$ cat config.mk
export PLATFORM = sky130hd
export DESIGN_NAME = param_updown_counter
export DESIGN_NICKNAME = d
export VERILOG_FILES = /design/src/rtl/udc_pkg.sv /design/src/rtl/udc_next_calc.sv /design/src/rtl/param_updown_counter.sv
export SDC_FILE = /design/constraint.sdc
export NUM_CORES = 1
export LEC_CHECK = 0
export BUFFER_PORTS_ARGS = -buffer_cell sky130_fd_sc_hd__buf_4
export CELL_PAD_IN_SITES_DETAIL_PLACEMENT = 0
export CELL_PAD_IN_SITES_GLOBAL_PLACEMENT = 1
export CORE_ASPECT_RATIO = 2
export CORE_MARGIN = 1
export CORE_UTILIZATION = 38
export DETAILED_ROUTE_END_ITERATION = 10
export PLACE_DENSITY = 0.8
export REMOVE_ABC_BUFFERS = 1
export SYNTH_ARGS = -nofsm -noshare
export SYNTH_HDL_FRONTEND = slang
export SYNTH_SLANG_ARGS = --single-unit
export TNS_END_PERCENT = 20
$ cat constraint.sdc
create_clock -name clk -period 2.28 [get_ports clk]
set_input_delay 0.114 -clock clk [delete_from_list [all_inputs] [get_ports clk]]
set_output_delay 0.114 -clock clk [all_outputs]
set_load 0.05 [all_outputs]
$ cat src/rtl/udc_pkg.sv
// Shared definitions for the up/down counter family: boundary mode
// selection and the parameter legality rule used at elaboration time.
package udc_pkg;

  // Behaviour when a count step would cross 0 or MAX_VAL.
  typedef enum logic {
    UDC_WRAP = 1'b0,
    UDC_SAT  = 1'b1
  } udc_mode_e;

  localparam int UDC_MIN_WIDTH = 2;
  localparam int UDC_MAX_WIDTH = 32;

  // True when WIDTH is in the supported range and MAX_VAL fits in
  // 1..2**WIDTH-1. Evaluated as a constant function during elaboration.
  function automatic bit udc_params_ok(input int width, input longint unsigned max_val);
    longint unsigned limit;
    if (width < UDC_MIN_WIDTH || width > UDC_MAX_WIDTH) begin
      return 1'b0;
    end
    limit = (64'd1 << width) - 64'd1;
    return (max_val >= 64'd1) && (max_val <= limit);
  endfunction

endpackage : udc_pkg

$ cat src/rtl/udc_next_calc.sv
// Combinational next-count and boundary-crossing calculation for the
// up/down counter. Everything is done one bit wider than the count so no
// sum or difference is truncated before the boundary decision is made.
//
// A crossing is flagged when the requested step does not fit in the room
// left before the boundary. The resulting value uses the step clamped to
// MAX_VAL, so in wrap mode the result stays inside 0..MAX_VAL even for
// requested steps larger than the whole count range.
module udc_next_calc
  import udc_pkg::*;
#(
  parameter int              WIDTH   = 8,
  parameter longint unsigned MAX_VAL = (64'd1 << WIDTH) - 64'd1,
  parameter udc_mode_e       MODE    = UDC_WRAP
) (
  input  logic [WIDTH-1:0] count,
  input  logic [WIDTH-1:0] step,
  input  logic             up_down,
  output logic [WIDTH-1:0] next,
  output logic             ovf,
  output logic             unf
);

  localparam logic [WIDTH-1:0] MAX_W   = MAX_VAL[WIDTH-1:0];
  localparam logic [WIDTH:0]   MAX_EXT = {1'b0, MAX_W};
  // MAX_VAL+1 always fits in WIDTH+1 bits because MAX_VAL <= 2**WIDTH-1.
  localparam logic [WIDTH:0]   MODULUS = MAX_EXT + {{WIDTH{1'b0}}, 1'b1};

  logic [WIDTH:0] cnt_ext;
  logic [WIDTH:0] step_ext;
  logic [WIDTH:0] step_eff;
  logic [WIDTH:0] raw_sum;
  logic [WIDTH:0] eff_sum;
  logic [WIDTH:0] diff;
  logic [WIDTH:0] wrap_val;

  // Next value and crossing flags for both directions.
  // NOTE: every output and temporary gets a default first, so no path through
  // the branches below leaves a variable unassigned (which would infer a latch).
  always_comb begin
    cnt_ext  = {1'b0, count};
    step_ext = {1'b0, step};
    step_eff = (step_ext > MAX_EXT) ? MAX_EXT : step_ext;
    raw_sum  = cnt_ext + step_ext;
    eff_sum  = cnt_ext + step_eff;
    diff     = '0;
    wrap_val = '0;
    next     = count;
    ovf      = 1'b0;
    unf      = 1'b0;

    if (up_down) begin
      if (raw_sum > MAX_EXT) begin
        ovf      = 1'b1;
        wrap_val = (eff_sum >= MODULUS) ? (eff_sum - MODULUS) : eff_sum;
        next     = (MODE == UDC_SAT) ? MAX_W : wrap_val[WIDTH-1:0];
      end else begin
        next = eff_sum[WIDTH-1:0];
      end
    end else begin
      if (step_ext > cnt_ext) begin
        unf      = 1'b1;
        // count + MAX_VAL + 1 - step; equals MODULUS only when count is
        // MAX_VAL and the clamped step is MAX_VAL, which wraps to 0.
        wrap_val = cnt_ext + MODULUS - step_eff;
        if (wrap_val >= MODULUS) begin
          wrap_val = wrap_val - MODULUS;
        end
        next = (MODE == UDC_SAT) ? '0 : wrap_val[WIDTH-1:0];
      end else begin
        diff = cnt_ext - step_ext;
        next = diff[WIDTH-1:0];
      end
    end
  end

endmodule : udc_next_calc

$ cat src/rtl/param_updown_counter.sv
// Parameterised up/down counter with wrap or saturate boundaries, load,
// synchronous clear, one-cycle crossing pulses and sticky crossing flags.
// The arithmetic lives in udc_next_calc; this module owns the registers
// and the clear > load > enable priority.
module param_updown_counter
  import udc_pkg::*;
#(
  parameter int              WIDTH   = 8,
  parameter longint unsigned MAX_VAL = (64'd1 << WIDTH) - 64'd1,
  parameter udc_mode_e       MODE    = UDC_WRAP
) (
  input  logic             clk,
  input  logic             reset,
  input  logic             clear,
  input  logic             en,
  input  logic             up_down,
  input  logic [WIDTH-1:0] step,
  input  logic             load,
  input  logic [WIDTH-1:0] load_val,
  output logic [WIDTH-1:0] count,
  output logic             at_max,
  output logic             at_min,
  output logic             ovf_pulse,
  output logic             unf_pulse,
  output logic             ovf_sticky,
  output logic             unf_sticky
);

  // Reject illegal parameter combinations before anything is built.
  if (!udc_params_ok(WIDTH, MAX_VAL)) begin : g_param_check
    $error("param_updown_counter: WIDTH must be 2..32 and MAX_VAL within 1..2**WIDTH-1");
  end

  localparam logic [WIDTH-1:0] MAX_W = MAX_VAL[WIDTH-1:0];

  logic [WIDTH-1:0] count_q, count_d;
  logic             ovf_pulse_q, ovf_pulse_d;
  logic             unf_pulse_q, unf_pulse_d;
  logic             ovf_sticky_q, ovf_sticky_d;
  logic             unf_sticky_q, unf_sticky_d;

  logic [WIDTH-1:0] calc_next;
  logic             calc_ovf;
  logic             calc_unf;

  udc_next_calc #(
    .WIDTH   (WIDTH),
    .MAX_VAL (MAX_VAL),
    .MODE    (MODE)
  ) u_next_calc (
    .count   (count_q),
    .step    (step),
    .up_down (up_down),
    .next    (calc_next),
    .ovf     (calc_ovf),
    .unf     (calc_unf)
  );

  // Next-state selection: clear beats load, load beats counting.
  always_comb begin
    count_d      = count_q;
    ovf_pulse_d  = 1'b0;
    unf_pulse_d  = 1'b0;
    ovf_sticky_d = ovf_sticky_q;
    unf_sticky_d = unf_sticky_q;

    if (clear) begin
      count_d      = '0;
      ovf_sticky_d = 1'b0;
      unf_sticky_d = 1'b0;
    end else if (load) begin
      count_d = (load_val > MAX_W) ? MAX_W : load_val;
    end else if (en) begin
      count_d      = calc_next;
      ovf_pulse_d  = calc_ovf;
      unf_pulse_d  = calc_unf;
      ovf_sticky_d = ovf_sticky_q | calc_ovf;
      unf_sticky_d = unf_sticky_q | calc_unf;
    end
  end

  // State registers, cleared immediately by the asynchronous reset.
  // NOTE: non-blocking assignments here so every flop samples the values
  // from before the edge, independent of statement order.
  always_ff @(posedge clk or posedge reset) begin
    if (reset) begin
      count_q      <= '0;
      ovf_pulse_q  <= 1'b0;
      unf_pulse_q  <= 1'b0;
      ovf_sticky_q <= 1'b0;
      unf_sticky_q <= 1'b0;
    end else begin
      count_q      <= count_d;
      ovf_pulse_q  <= ovf_pulse_d;
      unf_pulse_q  <= unf_pulse_d;
      ovf_sticky_q <= ovf_sticky_d;
      unf_sticky_q <= unf_sticky_d;
    end
  end

  assign count      = count_q;
  assign at_max     = (count_q == MAX_W);
  assign at_min     = (count_q == '0);
  assign ovf_pulse  = ovf_pulse_q;
  assign unf_pulse  = unf_pulse_q;
  assign ovf_sticky = ovf_sticky_q;
  assign unf_sticky = unf_sticky_q;

endmodule : param_updown_counter
# == After elaboration in Yosys (flattened, before gate mapping) ==
# Index checks and enable logic that the tools add are counted.
# totals
input_bits,22
reg_bits,12
# op_classes
n_mux,25
addsub,6
bitwise_logic,2
eq_ne,2
n_lt_le_gt_ge,5
n_reduce_logical,4
# op_table
op,n
$mux W8,9
$ge A9 B9 Y1 const B,2
$mux W1,16
$sub A8 B1 Y8 const B,2
$add A8 B8 Y9,1
$add A8 B9 Y9 const B,1
$gt A9 B8 Y1 const B,1
$sub A9 B8 Y9,1
$eq A8 B8 Y1 const B,1
$gt A8 B8 Y1,1
$gt A8 B8 Y1 const B,1
$logic_not A8 Y1,1
$sub A8 B8 Y8,1
$reduce_bool A3 Y1,1
$ne A2 B2 Y1 const B,1
$or A1 B1 Y1,2
$reduce_and A2 Y1,1
$reduce_bool A2 Y1,1

# == Longest topological paths before layout ==
# depth
ltp_word,9
ltp_mapped,10

# == Modules after synthesis ==
# Synthesis repeated with hierarchy kept, for this count alone.
# hier_totals
hier_cells,143
hier_area_um2,1311.3
# modules_own_cells
module,cells_each,seq_area_each_um2,area_each_um2,n_inst
udc_next_calc,90,0.0,714.4,1
param_updown_counter,53,300.3,596.8,1

# == Least setup slack after synthesis ==
# OpenSTA, ideal clock, no wires.
# synth_timing
kind,reg-to-reg
start,"register count_q[0], in the netlist count[0]"
end,"register count_q[6], in the netlist count[6]"
setup_time_ns,0.094
stages_incl_launch_ff,9
period_less_slack_ns,2.373
path_slack_ns,-0.093
arrival_time_ns,2.279
path_cell_list,dfrtp_1 > ha_1 > fa_1 > and2b_2 > o21a_1 > o31ai_1 > o31ai_2 > xnor2_1 > a211oi_1
# synth_between
elab_chain_cells,9
word_cells_on_any_way,18
# synth_rtl
element,line,rtl
start: declaration,param_updown_counter.sv:36,"logic [WIDTH-1:0] count_q, count_d;"
start signal: assignment,param_updown_counter.sv:93,count_q <= count_d;
$add A8 B9 Y9,udc_next_calc.sv:65,wrap_val = cnt_ext + MODULUS - step_eff;
$sub A9 B8 Y9,udc_next_calc.sv:65,
$sub A8 B1 Y8 or $ge A9 B9 Y1 (tied branches),"udc_next_calc.sv:67, udc_next_calc.sv:66",
$mux W8,udc_next_calc.sv:66,if (wrap_val >= MODULUS) begin
$mux W8,udc_next_calc.sv:61,if (step_ext > cnt_ext) begin
$mux W8 (*),udc_next_calc.sv:52,if (up_down) begin
$mux W8 (*),param_updown_counter.sv:73,end else if (en) begin
$mux W8 (*),param_updown_counter.sv:71,end else if (load) begin
$mux W8 (*),param_updown_counter.sv:67,if (clear) begin
# Every way passes the cells marked *; elsewhere a longest branch is shown, timed or not. The select of a mux whose other input is x is not followed.
# A chain may end at the register's enable or synchronous reset.

# == Worst setup path in the final report ==
# Ends and elaborated chain as after synthesis.

==> qor.yml <==
fp.dieArea_um2: 3580
final_util_pct: 52.4
finish.net_count: 232
row_count: 29
core_um2: 3160
cts_inserted_buffers: 3
leakage_nw: 0.838
worstPathArrival_ns: 2.30
die_height_um: 83.6
critical_path.startpoint_type: "register"
critical_path_required_ns: 2.44
commonest_non_fill_non_tap_cell_in_the_layout: "sky130_fd_sc_hd__buf_4"
ctsHtreeMaxLevel: 1
tritoncts_clock_tree: "yes"
clkSinkCount: 12
clock_insertion_delay_worst_skew_ns: 0.25
drt_drc_violations_left: 0
number_of_enable_flip_flop_cells_after_synthesis: 0
worst-r2r-cell-count: 8
clockRootBuffer: "sky130_fd_sc_hd__clkbuf_8"
transition_time_at_the_pin_with_the_least_slew_margin_ns: 0.483
number_of_buffers_added_on_ports: 35
synth_area_um2: 1260
vias_in_the_first_global_route: 1265
fin_skew_ns: 0.00398
status: "finished clean"
grt_start_max_net_pins: 20
rr_endpoint: "count[6]"
grt_first_pass_wirelength_um: 5760
crit_path_cell_trace: "ha_1, fa_1, and2b_2, o21a_1, o31ai_1, o31ai_2, xnor2_1, a211oi_1"
fraction_of_final_layout_cells_sized_beyond_drive_strength_1_pct: 29.8
post_synth.cell_area_avg_um2: 8.38
finalPower_w: 0.000886
antenna_violations_before_repair: 0
grt_setup_unrepaired: "false"
critical_path.slowest_cell: "sky130_fd_sc_hd__dfrtp_1"
cts_post_setup_buffers_inserted: 0
initialDrtViolationCount: 22
hold_path_startpoint: "load_val[2]"
finalCritPeriodShare_pct: 94.1
grt_use_total_pct: 21.7
achievable_clock_frequency_mhz: 466
critical_path.max_fanout: 2
timing.rr.start: "count[0]"
worst-path-buf-inv: 0
slew_viol_final: 0
cpLargestDelayFamily: "compound AO/OA/AOI/OAI gates"
drt_first_pass_iters: 4
finalHoldViolCount: 0
ys_async_sr_fraction_pct: 100
worst_path_largest_cell_delay_ns: 0.38
floorplan.io_pins: 36
gp_congestion: 0.848
post_synth_inst_count: 151
initial_core_util_pct: 40.1
route.vias.total: 1254
min_tclk_post_route_ns: 2.14
grt_overflow_total: 0
p_per_area_nw_per_um2: 535
mostFrequentLayoutCells: "42 x sky130_fd_sc_hd__buf_4, 20 x sky130_fd_sc_hd__nor2_1, 17 x sky130_fd_sc_hd__inv_1, 17 x sky130_fd_sc_hd__a21oi_1, 16 x sky130_fd_sc_hd__ha_1"
drv_cap: 0
reg2reg_slack_ns: 0.14
totalWireLength_um: 3600
fin_setup_tns_ns: 0
synth_seq_area_share_pct: 23.7
max-vdd-ir-drop_v: 0.000377
antenna_cells: 0
hold_path_depth: 3
drtAntennaViolNets: 0
yosys_warnings: 0
clk_pin_slew_ns: 0.06
ys_seq_elements: 12
synth_ff_type: "sky130_fd_sc_hd__dfrtp_1"
critical_path_class: "reg2reg"
syn_to_final_growth_pct: 30.9
synth.lib_cells_used.distinct: 37
slew_headroom_pct: 67.0
post_drt_wl_per_cell_um: 16.2
dpl.hpwl_um: 2930
min-delay-path-class: "in2reg"
total_of_endpoints_with_negative_setup_slack_in_the_final_report: 0
worst_setup_path_end_kind: "register"
cts.path.max_buffers: 2
fp.dieW_um: 42.8
worstHoldEndpoint: "count[2]"
detail_route.vias_per_cell: 5.65
registers in the layout, indices dropped and copies added, names as in the netlist:
signal / cells
unf_pulse: 1
ovf_pulse: 1
count: 8
unf_sticky: 1
ovf_sticky: 1
tightest hold or removal path, stage by stage:
cell	delay (ns)
sky130_fd_sc_hd__buf_4	0.08
sky130_fd_sc_hd__a21oi_1	0.05
sky130_fd_sc_hd__nor2_1	0.08
Yosys cell counts (2+ instances only):
library cell	count	area, µm²
sky130_fd_sc_hd__dfrtp_1	12	300
sky130_fd_sc_hd__clkbuf_1	3	11.3
sky130_fd_sc_hd__nand4_1	2	12.5
sky130_fd_sc_hd__nor2_1	20	75.1
sky130_fd_sc_hd__a211oi_1	7	52.6
sky130_fd_sc_hd__o21a_1	3	22.5
sky130_fd_sc_hd__buf_4	2	15.0
sky130_fd_sc_hd__o31ai_1	4	30.0
sky130_fd_sc_hd__inv_1	17	63.8
sky130_fd_sc_hd__a31oi_1	2	12.5
sky130_fd_sc_hd__xnor2_1	5	43.8
sky130_fd_sc_hd__fa_1	2	40.0
sky130_fd_sc_hd__a21o_1	2	15.0
sky130_fd_sc_hd__ha_1	16	200
sky130_fd_sc_hd__a211oi_2	2	25.0
sky130_fd_sc_hd__nor2b_1	4	25.0
sky130_fd_sc_hd__or4_1	2	15.0
sky130_fd_sc_hd__o21ai_0	6	30.0
sky130_fd_sc_hd__nor3_1	2	10.0
sky130_fd_sc_hd__nand2_1	5	18.8
sky130_fd_sc_hd__a21oi_1	17	85.1
layout make-up:
| type | count | area (µm²) |
|---|---|---|
| tap | 31 | 38.8 |
| clock buffer | 4 | 55.1 |
| multi-input combinational | 115 | 872 |
| sequential | 12 | 300 |
| inverter | 17 | 63.8 |
| fill | 317 | 1500 |
| timing repair buffer | 43 | 325 |
how the worst max path moves through the flow:
stage	startpoint	to	slack, ns	cells after the start
finish	count[0]	count[6]	0.14	8
global route	count[0]	count[6]	0.0009	11
CTS	count[0]	count[6]	0.09	8
detailed placement	count[0]	count[6]	0.11	8
global placement	count[0]	count[6]	0.16	8
floorplan	count[0]	count[6]	-0.09	8
through the flow:
step                      hold WS, ns  area (µm²)  setup slack [ns]  instances
after global routing            0.115        1660          0.000862        222
after floorplan               -0.0213        1230           -0.0931        144
after global placement          0.157        1580             0.162        217
after CTS                       0.107        1650            0.0900        222
final                           0.107        1660             0.135        222
after detailed placement        0.164        1580             0.110        217
power breakdown:
| part | switching, W | total (W) | internal (W) |
|---|---|---|---|
| clock network | 0.0000853 | 0.000238 | 0.000153 |
| registers | 0.0000167 | 0.000246 | 0.000229 |
| logic | 0.000240 | 0.000402 | 0.000162 |
| total | 0.000342 | 0.000886 | 0.000544 |
cells by family after synthesis:
family / count (synthesis) / share of synthesized area [%]
buffers and inverters: 24 / 7.91
and+or+nand+nor: 38 / 14.4
adders and majority gates: 18 / 19.0
xor gates and xnor gates: 6 / 4.15
muxes: 1 / 0.791
AOI/OAI and AO/OA: 52 / 30.0
DFF: 12 / 23.7
per-layer routing:
layer  up-vias  global-route usage, %  wire length, µm
met5         -                      0                0
met4         0                   12.8              178
met3        12                   3.25              118
met2        40                   41.0             2110
met1       594                   20.4             1190
li1        608                      -                -
repair_timing:
item                                    4_1_cts  5_1_grt
hold endpoints to repair                     12        0
gates resized for setup                       0        2
hold buffers                                  1        0
endpoints found under the setup margin        0        1
Power figures use the tool's default switching activity.
